`config.mk`:
```
export PLATFORM = sky130hd
export DESIGN_NAME = hazard_scoreboard_flat
export DESIGN_NICKNAME = d
export VERILOG_FILES = /design/src/rtl/hazard_scoreboard_if.sv /design/src/rtl/hazard_scoreboard.sv /design/src/flat_wrapper.sv
export SDC_FILE = /design/constraint.sdc
export NUM_CORES = 1
export LEC_CHECK = 0
export BUFFER_PORTS_ARGS = -buffer_cell sky130_fd_sc_hd__buf_2
export CAP_MARGIN = 15
export CORE_MARGIN = 2
export CORE_UTILIZATION = 48
export CTS_CLUSTER_SIZE = 8
export DETAILED_ROUTE_END_ITERATION = 7
export GPL_TIMING_DRIVEN = 0
export MAX_ROUTING_LAYER = met4
export PLACE_DENSITY = 0.75
export REMOVE_ABC_BUFFERS = 1
export SLEW_MARGIN = 40
export SYNTH_ARGS = -nofsm -noshare
export SYNTH_HDL_FRONTEND = slang
export SYNTH_SLANG_ARGS = --single-unit
```
`constraint.sdc`:
```
create_clock -name clk -period 2 [get_ports clk]
set_input_delay 0 -clock clk [delete_from_list [all_inputs] [get_ports clk]]
set_output_delay 0 -clock clk [all_outputs]
set_load 0.05 [all_outputs]
```
`src/rtl/hazard_scoreboard_if.sv`:
```
// Handshake between the ID-stage decoder and the register-dependency scoreboard.
// The decoder side owns the ID fields and its stall verdict. The scoreboard side owns the hazard code and pipeline controls.
interface hazard_scoreboard_if #(
  parameter int CNT_W = 32
);
  logic             id_valid;
  logic [4:0]       id_rs;
  logic [4:0]       id_rt;
  logic             id_we;
  logic [4:0]       id_wreg;
  logic             pause_out;
  logic             flush;
  logic [1:0]       pause_in;
  logic             stall;
  logic             bubble;
  logic             busy;
  logic [CNT_W-1:0] stall_cnt;

  modport master (
    output id_valid, id_rs, id_rt, id_we, id_wreg, pause_out, flush,
    input  pause_in, stall, bubble, busy, stall_cnt
  );

  modport slave (
    input  id_valid, id_rs, id_rt, id_we, id_wreg, pause_out, flush,
    output pause_in, stall, bubble, busy, stall_cnt
  );
endinterface

```
`src/rtl/hazard_scoreboard.sv`:
```
// Tracks destination registers of instructions past ID (EX/MEM/WB, no forwarding)
// and reports read-after-write hazards to the decoder; counts stall cycles, saturating.
module hazard_scoreboard #(
  parameter int HAZ_DEPTH = 3,
  parameter int CNT_W     = 32
) (
  input logic                clk,
  input logic                rst_n,
  hazard_scoreboard_if.slave sb
);

  logic [HAZ_DEPTH-1:0] ent_v_q;
  logic [HAZ_DEPTH-1:0] ent_v_d;
  logic [4:0]           ent_r_q [HAZ_DEPTH];
  logic [4:0]           ent_r_d [HAZ_DEPTH];
  logic [CNT_W-1:0]     stall_cnt_q;
  logic [CNT_W-1:0]     stall_cnt_d;
  logic                 hit_rs;
  logic                 hit_rt;
  logic                 stall_s;

  // Shift the in-flight window; a stalled, flushed or non-writing ID slot enters as a bubble.
  always_comb begin
    ent_v_d = '0;
    for (int i = 0; i < HAZ_DEPTH; i++) begin
      ent_r_d[i] = 5'd0;
    end
    ent_v_d[0] = sb.id_valid & sb.id_we & (sb.id_wreg != 5'd0) & ~sb.pause_out & ~sb.flush;
    ent_r_d[0] = ent_v_d[0] ? sb.id_wreg : 5'd0;
    for (int i = 1; i < HAZ_DEPTH; i++) begin
      ent_v_d[i] = ent_v_q[i-1];
      ent_r_d[i] = ent_r_q[i-1];
    end
  end

  always_comb begin
    hit_rs = 1'b0;
    hit_rt = 1'b0;
    for (int i = 0; i < HAZ_DEPTH; i++) begin
      hit_rs = hit_rs | (ent_v_q[i] & (ent_r_q[i] == sb.id_rs));
      hit_rt = hit_rt | (ent_v_q[i] & (ent_r_q[i] == sb.id_rt));
    end
    hit_rs = hit_rs & sb.id_valid & (sb.id_rs != 5'd0);
    hit_rt = hit_rt & sb.id_valid & (sb.id_rt != 5'd0);
  end

  // RS has priority; the decoder masks the RT code itself for I-types.
  always_comb begin
    if (!rst_n) begin
      sb.pause_in = 2'b00;
    end else if (hit_rs) begin
      sb.pause_in = 2'b01;
    end else if (hit_rt) begin
      sb.pause_in = 2'b10;
    end else begin
      sb.pause_in = 2'b00;
    end
  end

  assign stall_s   = rst_n & sb.id_valid & sb.pause_out & ~sb.flush;
  assign sb.stall  = stall_s;
  assign sb.bubble = rst_n & (stall_s | sb.flush);
  assign sb.busy   = |ent_v_q;

  always_comb begin
    if (stall_s && (stall_cnt_q != {CNT_W{1'b1}})) begin
      stall_cnt_d = stall_cnt_q + CNT_W'(1);
    end else begin
      stall_cnt_d = stall_cnt_q;
    end
  end

  assign sb.stall_cnt = stall_cnt_q;

  always_ff @(posedge clk or negedge rst_n) begin
    if (!rst_n) begin
      ent_v_q     <= '0;
      stall_cnt_q <= '0;
      for (int i = 0; i < HAZ_DEPTH; i++) begin
        ent_r_q[i] <= 5'd0;
      end
    end else begin
      ent_v_q     <= ent_v_d;
      stall_cnt_q <= stall_cnt_d;
      for (int i = 0; i < HAZ_DEPTH; i++) begin
        ent_r_q[i] <= ent_r_d[i];
      end
    end
  end

endmodule
```
`src/flat_wrapper.sv`:
```
// flat-port wrapper written by rule: the top's interface ports become plain ports
module hazard_scoreboard_flat 
#(
  parameter int HAZ_DEPTH = 3,
  parameter int CNT_W     = 32
)
  (clk, rst_n, sb_id_valid, sb_id_rs, sb_id_rt, sb_id_we, sb_id_wreg, sb_pause_out, sb_flush, sb_pause_in, sb_stall, sb_bubble, sb_busy, sb_stall_cnt);
  hazard_scoreboard_if #(.CNT_W(CNT_W)) sb_i ();
  input logic clk;
  input logic rst_n;
  input wire logic [$bits(sb_i.id_valid)-1:0] sb_id_valid;
  input wire logic [$bits(sb_i.id_rs)-1:0] sb_id_rs;
  input wire logic [$bits(sb_i.id_rt)-1:0] sb_id_rt;
  input wire logic [$bits(sb_i.id_we)-1:0] sb_id_we;
  input wire logic [$bits(sb_i.id_wreg)-1:0] sb_id_wreg;
  input wire logic [$bits(sb_i.pause_out)-1:0] sb_pause_out;
  input wire logic [$bits(sb_i.flush)-1:0] sb_flush;
  output wire logic [$bits(sb_i.pause_in)-1:0] sb_pause_in;
  output wire logic [$bits(sb_i.stall)-1:0] sb_stall;
  output wire logic [$bits(sb_i.bubble)-1:0] sb_bubble;
  output wire logic [$bits(sb_i.busy)-1:0] sb_busy;
  output wire logic [$bits(sb_i.stall_cnt)-1:0] sb_stall_cnt;
  assign sb_i.id_valid = sb_id_valid;
  assign sb_i.id_rs = sb_id_rs;
  assign sb_i.id_rt = sb_id_rt;
  assign sb_i.id_we = sb_id_we;
  assign sb_i.id_wreg = sb_id_wreg;
  assign sb_i.pause_out = sb_pause_out;
  assign sb_i.flush = sb_flush;
  assign sb_pause_in = sb_i.pause_in;
  assign sb_stall = sb_i.stall;
  assign sb_bubble = sb_i.bubble;
  assign sb_busy = sb_i.busy;
  assign sb_stall_cnt = sb_i.stall_cnt;
  hazard_scoreboard #(.HAZ_DEPTH(HAZ_DEPTH), .CNT_W(CNT_W)) u_core (.clk(clk), .rst_n(rst_n), .sb(sb_i));
endmodule
```
Yosys cells after proc, flatten, opt, wreduce, memory -nomap -nowiden
Index checks and enable logic that the tools add are counted.
Word-level totals
  flip-flop bits (word level): 50
  output and inout bits: 37
  logic and storage cells: 47
Cells by class
  add/sub/neg operators: 1
  eq/ne operators: 7
  multiplexer cells: 4
  bitwise logic cells: 25
  reductions and logical operators: 5
Operators with widths (number)
  $add 32x1->32 const B: 1
  $ne 32x32->1 const B: 1
  $eq 5x5->1: 6
  $and 1x1->1: 18
  $reduce_bool 5->1: 3
  $mux 2: 3
  $mux 5: 1
  $or 1x1->1: 5
  $reduce_or 3->1: 1
  $not 1->1: 2
  $logic_and 1x1->1: 1

Longest topological paths before layout
  depth in word-level cells: 9
  depth in mapped cells: 7
  mapped depth without buffers: 6

Least setup slack after synthesis
Ideal clock, no wire load.
  path kind: flip-flop to flip-flop
  start: register u_core.stall_cnt_q[0] (netlist: u_core.sb.stall_cnt[0])
  end: register u_core.stall_cnt_q[12] (netlist: u_core.sb.stall_cnt[12])
  library setup time: 0.145 ns
  arrival time: 2.444 ns
  data required time: 1.855 ns
  setup slack: -0.589 ns
  cell stages (with the launch flop): 8
  cell sequence: dfrtp_1 -> ha_1 -> nand4_1 -> or4_1 -> nor4_4 -> buf_2 -> nor3_1 -> xor2_1
On the way
  cells in the longest elaborated chain, start to end: 2
  elaborated cells between the ends (all ways): 3
  classes of those cells: 1 x add/sub; 1 x eq/ne; 1 x reduce/logical
Ends and longest elaborated chain
  start: declaration: RTL line hazard_scoreboard.sv:16  | logic [CNT_W-1:0] stall_cnt_q;
  start signal: assignment: RTL line hazard_scoreboard.sv:84  | stall_cnt_q <= stall_cnt_d;
  branches (longest 2 deep; another with $add 32x1->32)
Several ways; the timed one is not identified.
A chain may end at the register's enable or synchronous reset.

Worst setup path after layout
  start: register u_core.stall_cnt_q[1] (netlist: u_core.sb.stall_cnt[1])
  end: register u_core.stall_cnt_q[3] (netlist: u_core.sb.stall_cnt[3])
Same word-level chain as after synthesis.

==> run metrics <==
Crit path top cell by count buf_6; num rows 26; H-Tree Depth 2; Final Non-Filler Cells 394; Internal Power 1.776 mW; die height 75.95 µm; R2R depth 8; DR iter-0 viols 86; delay-heaviest family, CP simple AND/OR/NAND/NOR gates; FF-to-FF End u_core.sb.stall_cnt[3]; final hold slack 0.1540 ns; clock skew 0.009799 ns; Routed Antenna Nets 0; Crit path largest cell delay 0.54 ns; Initial Utilization 49.28%; minimum clock period 2.056 ns; crit-path max FO 8; top-level port count 58; VDD IR max 0.6890 mV; CP max stage cell or4_4; synthesized instance count 230; Critical Path AT 2.24 ns; Synth Flop Type dfrtp_1; drt wl/cell 15.45 µm; Comb pwr share 20.1%; first-pass GRT wire length 9970 µm; fin util 68.24%; Num CTS Buffers 5; final worst-path cycle share 102.8%; Critical Path Start Type flop; Area growth syn-to-layout 38.47%; Yosys warning total 0; Pwr Density 723.3 mW/mm²; Synth Register Bits 50; Syn Area/Cell 10.80 µm²; Worst Hold Depth 4; worst-path cell chain ha_2, nand4_1, or4_4, nor4_4, buf_6, buf_6, nor3_1, xor2_1; Tightest Hold Check Type input port to flop; Overflow after GRT 0; die area 0.005768 mm²; EDFF count, synth 0; status complete, but fails checks; TritonCTS Sinks 50; Worst Hold Path EP u_core.ent_r_d[9]; R2R Path Start u_core.sb.stall_cnt[1]; vias in the first global route 2056; Hold Violations, Final 0; Setup TNS -0.4487 ns; Placement Setup Slack -0.8314 ns; final WL 6089 µm; post-synthesis cell type count 35; Worst-Margin Slew 0.6088 ns; Slew Limit Headroom 59.04%; fmax 486.4 MHz; Longest Clk Path Bufs 2; switching pwr 0.7128 mW; Cell Area, Synth 0.002485 mm²; DRC 0; clock network fraction of design power 34.7%; max_cap viols 0; CTS tree built; # placed instances 355; fill count 381; min-delay src sb_id_we; RSZ-0062 raised after global routing yes; ant diodes 0; Reg clk slew, reported paths 0.09 ns; GR Util All Layers 22.15%; via count 2094; initial antenna violation count 0; register area share after synthesis 50.35%; largest net degree at the start of global routing 55; drt first pass iters 4; CTS Root Cell clkbuf_8; Worst-Skew Late Latency 0.30 ns; via/cell ratio 5.315; Pleak 1.757 nW; nets 345; crit path capture type flop; Seq pwr share 45.2%; failing checks setup timing; Routability Congestion 0.8328; Buf+Inv Stages, Crit Path 2; setup ws final -0.05601 ns; core area 0.005042 mm²; die width 75.95 µm; Port Buffers 57; Synth async-reset ratio 100.0%; Sw Share 28.64%; max-slew violation count 0; FF-to-FF setup slack -0.06 ns; Final Setup Violations 18; CP required 2.18 ns; ratio of cells with drive above 1 in the final layout 37.35%; Worst Setup SP u_core.sb.stall_cnt[1]; DP Wirelength 3921 µm; critical path class flop to flop
[cell families after synthesis]
logic type / Yosys count / synth area share (%)
and+or+nand+nor: 102 / 23.97
xor gates and xnor gates: 61 / 21.50
DFF: 50 / 50.35
buffers and inverters: 8 / 1.309
AOI/OAI and AO/OA: 7 / 1.913
muxes: 1 / 0.4531
adders and majority gates: 1 / 0.5034
[cell usage in the layout (no fill, tap or decap), types with 2 or more instances in the layout]
cell	netlist	final
nor4_1	8	7
dfrtp_1	50	49
or2_2	2	2
and4_1	3	3
or4_1	5	3
or3_1	4	3
nor2_2	1	5
nor3_2	1	5
nor3_4	0	5
and3_1	3	3
clkbuf_8	0	6
xor2_1	47	47
nand3_1	14	14
nor4b_1	2	2
nand2_1	13	13
inv_1	5	4
bufinv_16	0	2
nor2_1	10	4
dlygate4sd3_1	0	9
nand4_1	8	8
and2_1	5	5
buf_4	0	21
buf_2	2	54
or4_4	1	3
buf_6	0	3
nor3_1	17	8
nor2_4	0	2
xnor2_1	14	14
[power groups by stage]
stage | Combinational, mW | Clock, mW | Sequential (mW)
final | 0.501 | 0.863 | 1.12
after global routing | 0.533 | 0.925 | 1.13
after CTS | 0.489 | 0.877 | 1.12
after detailed placement | 0.405 | 0 | 1.15
after global placement | 0.398 | 0 | 1.15
after floorplan | 0.106 | 0 | 1.30
[area by class of cell]
cell class	count	area, µm²	area share [%]
multi-input cells	172	1345	39.09
flip-flops and latches	50	1252	36.40
repair buffers	89	594.3	17.27
well taps	70	87.58	2.545
clock buffers	6	82.58	2.400
clock inverters	2	60.06	1.745
inverters	5	18.77	0.5455
[routing by layer]
metal  GRT usage [%]  part of all wire (%)  wire length, µm
met1           30.30                    45             2731
met2           33.93                    50             3035
met3           2.857                   3.5              214
met4           8.727                   1.8              108
met5               -                     0                0
[through the flow]
stage / cell area [µm²] / total power [mW]
final: 3441 / 2.489
after detailed placement: 2858 / 1.557
after floorplan: 2471 / 1.409
after CTS: 3237 / 2.489
after global routing: 3441 / 2.591
after global placement: 2844 / 1.545
[cell usage after synthesis (4+ instances only)]
cell type   n  area, µm²
dfrtp_1    50       1251
xor2_1     47      411.6
nor3_1     17      85.08
nand3_1    14      70.07
xnor2_1    14      122.6
nand2_1    13      48.80
nor2_1     10      37.54
nand4_1     8      50.05
nor4_1      8      50.05
and2_1      5      31.28
inv_1       5      18.77
or4_1       5      37.54
or3_1       4      25.02
[registers in the layout, indices dropped and copies added (netlist names)]
name                 cells
u_core.ent_r_q           5
u_core.sb.stall_cnt     32
u_core.ent_v_q           3
u_core.ent_r_d          10
[what timing repair did]
| action | 4_1_cts | 5_1_grt |
|---|---|---|
| pin swaps | 6 | 12 |
| buffers inserted | 12 | 9 |
| hold endpoints to repair | 56 | 50 |
| resized for setup | 17 | 24 |
| hold buffers | 8 | 2 |
| setup endpoints to repair | 33 | 33 |
[worst max path at each step]
stage                              endpoint  depth (start not counted)  slack, ns
CTS                  u_core.sb.stall_cnt[1]                          7      -0.10
detailed placement  u_core.sb.stall_cnt[27]                          6      -0.83
floorplan            u_core.sb.stall_cnt[1]                          6      -0.75
finish               u_core.sb.stall_cnt[3]                          8      -0.06
global route         u_core.sb.stall_cnt[1]                          7      -0.16
global placement    u_core.sb.stall_cnt[27]                          6      -1.30
[worst min-delay path, delay by kind of cell]
family        cells  cell delay, ns
buf+inv           1            0.10
simple gates      3            0.33
No activity file was read; power rests on OpenSTA's default activity.
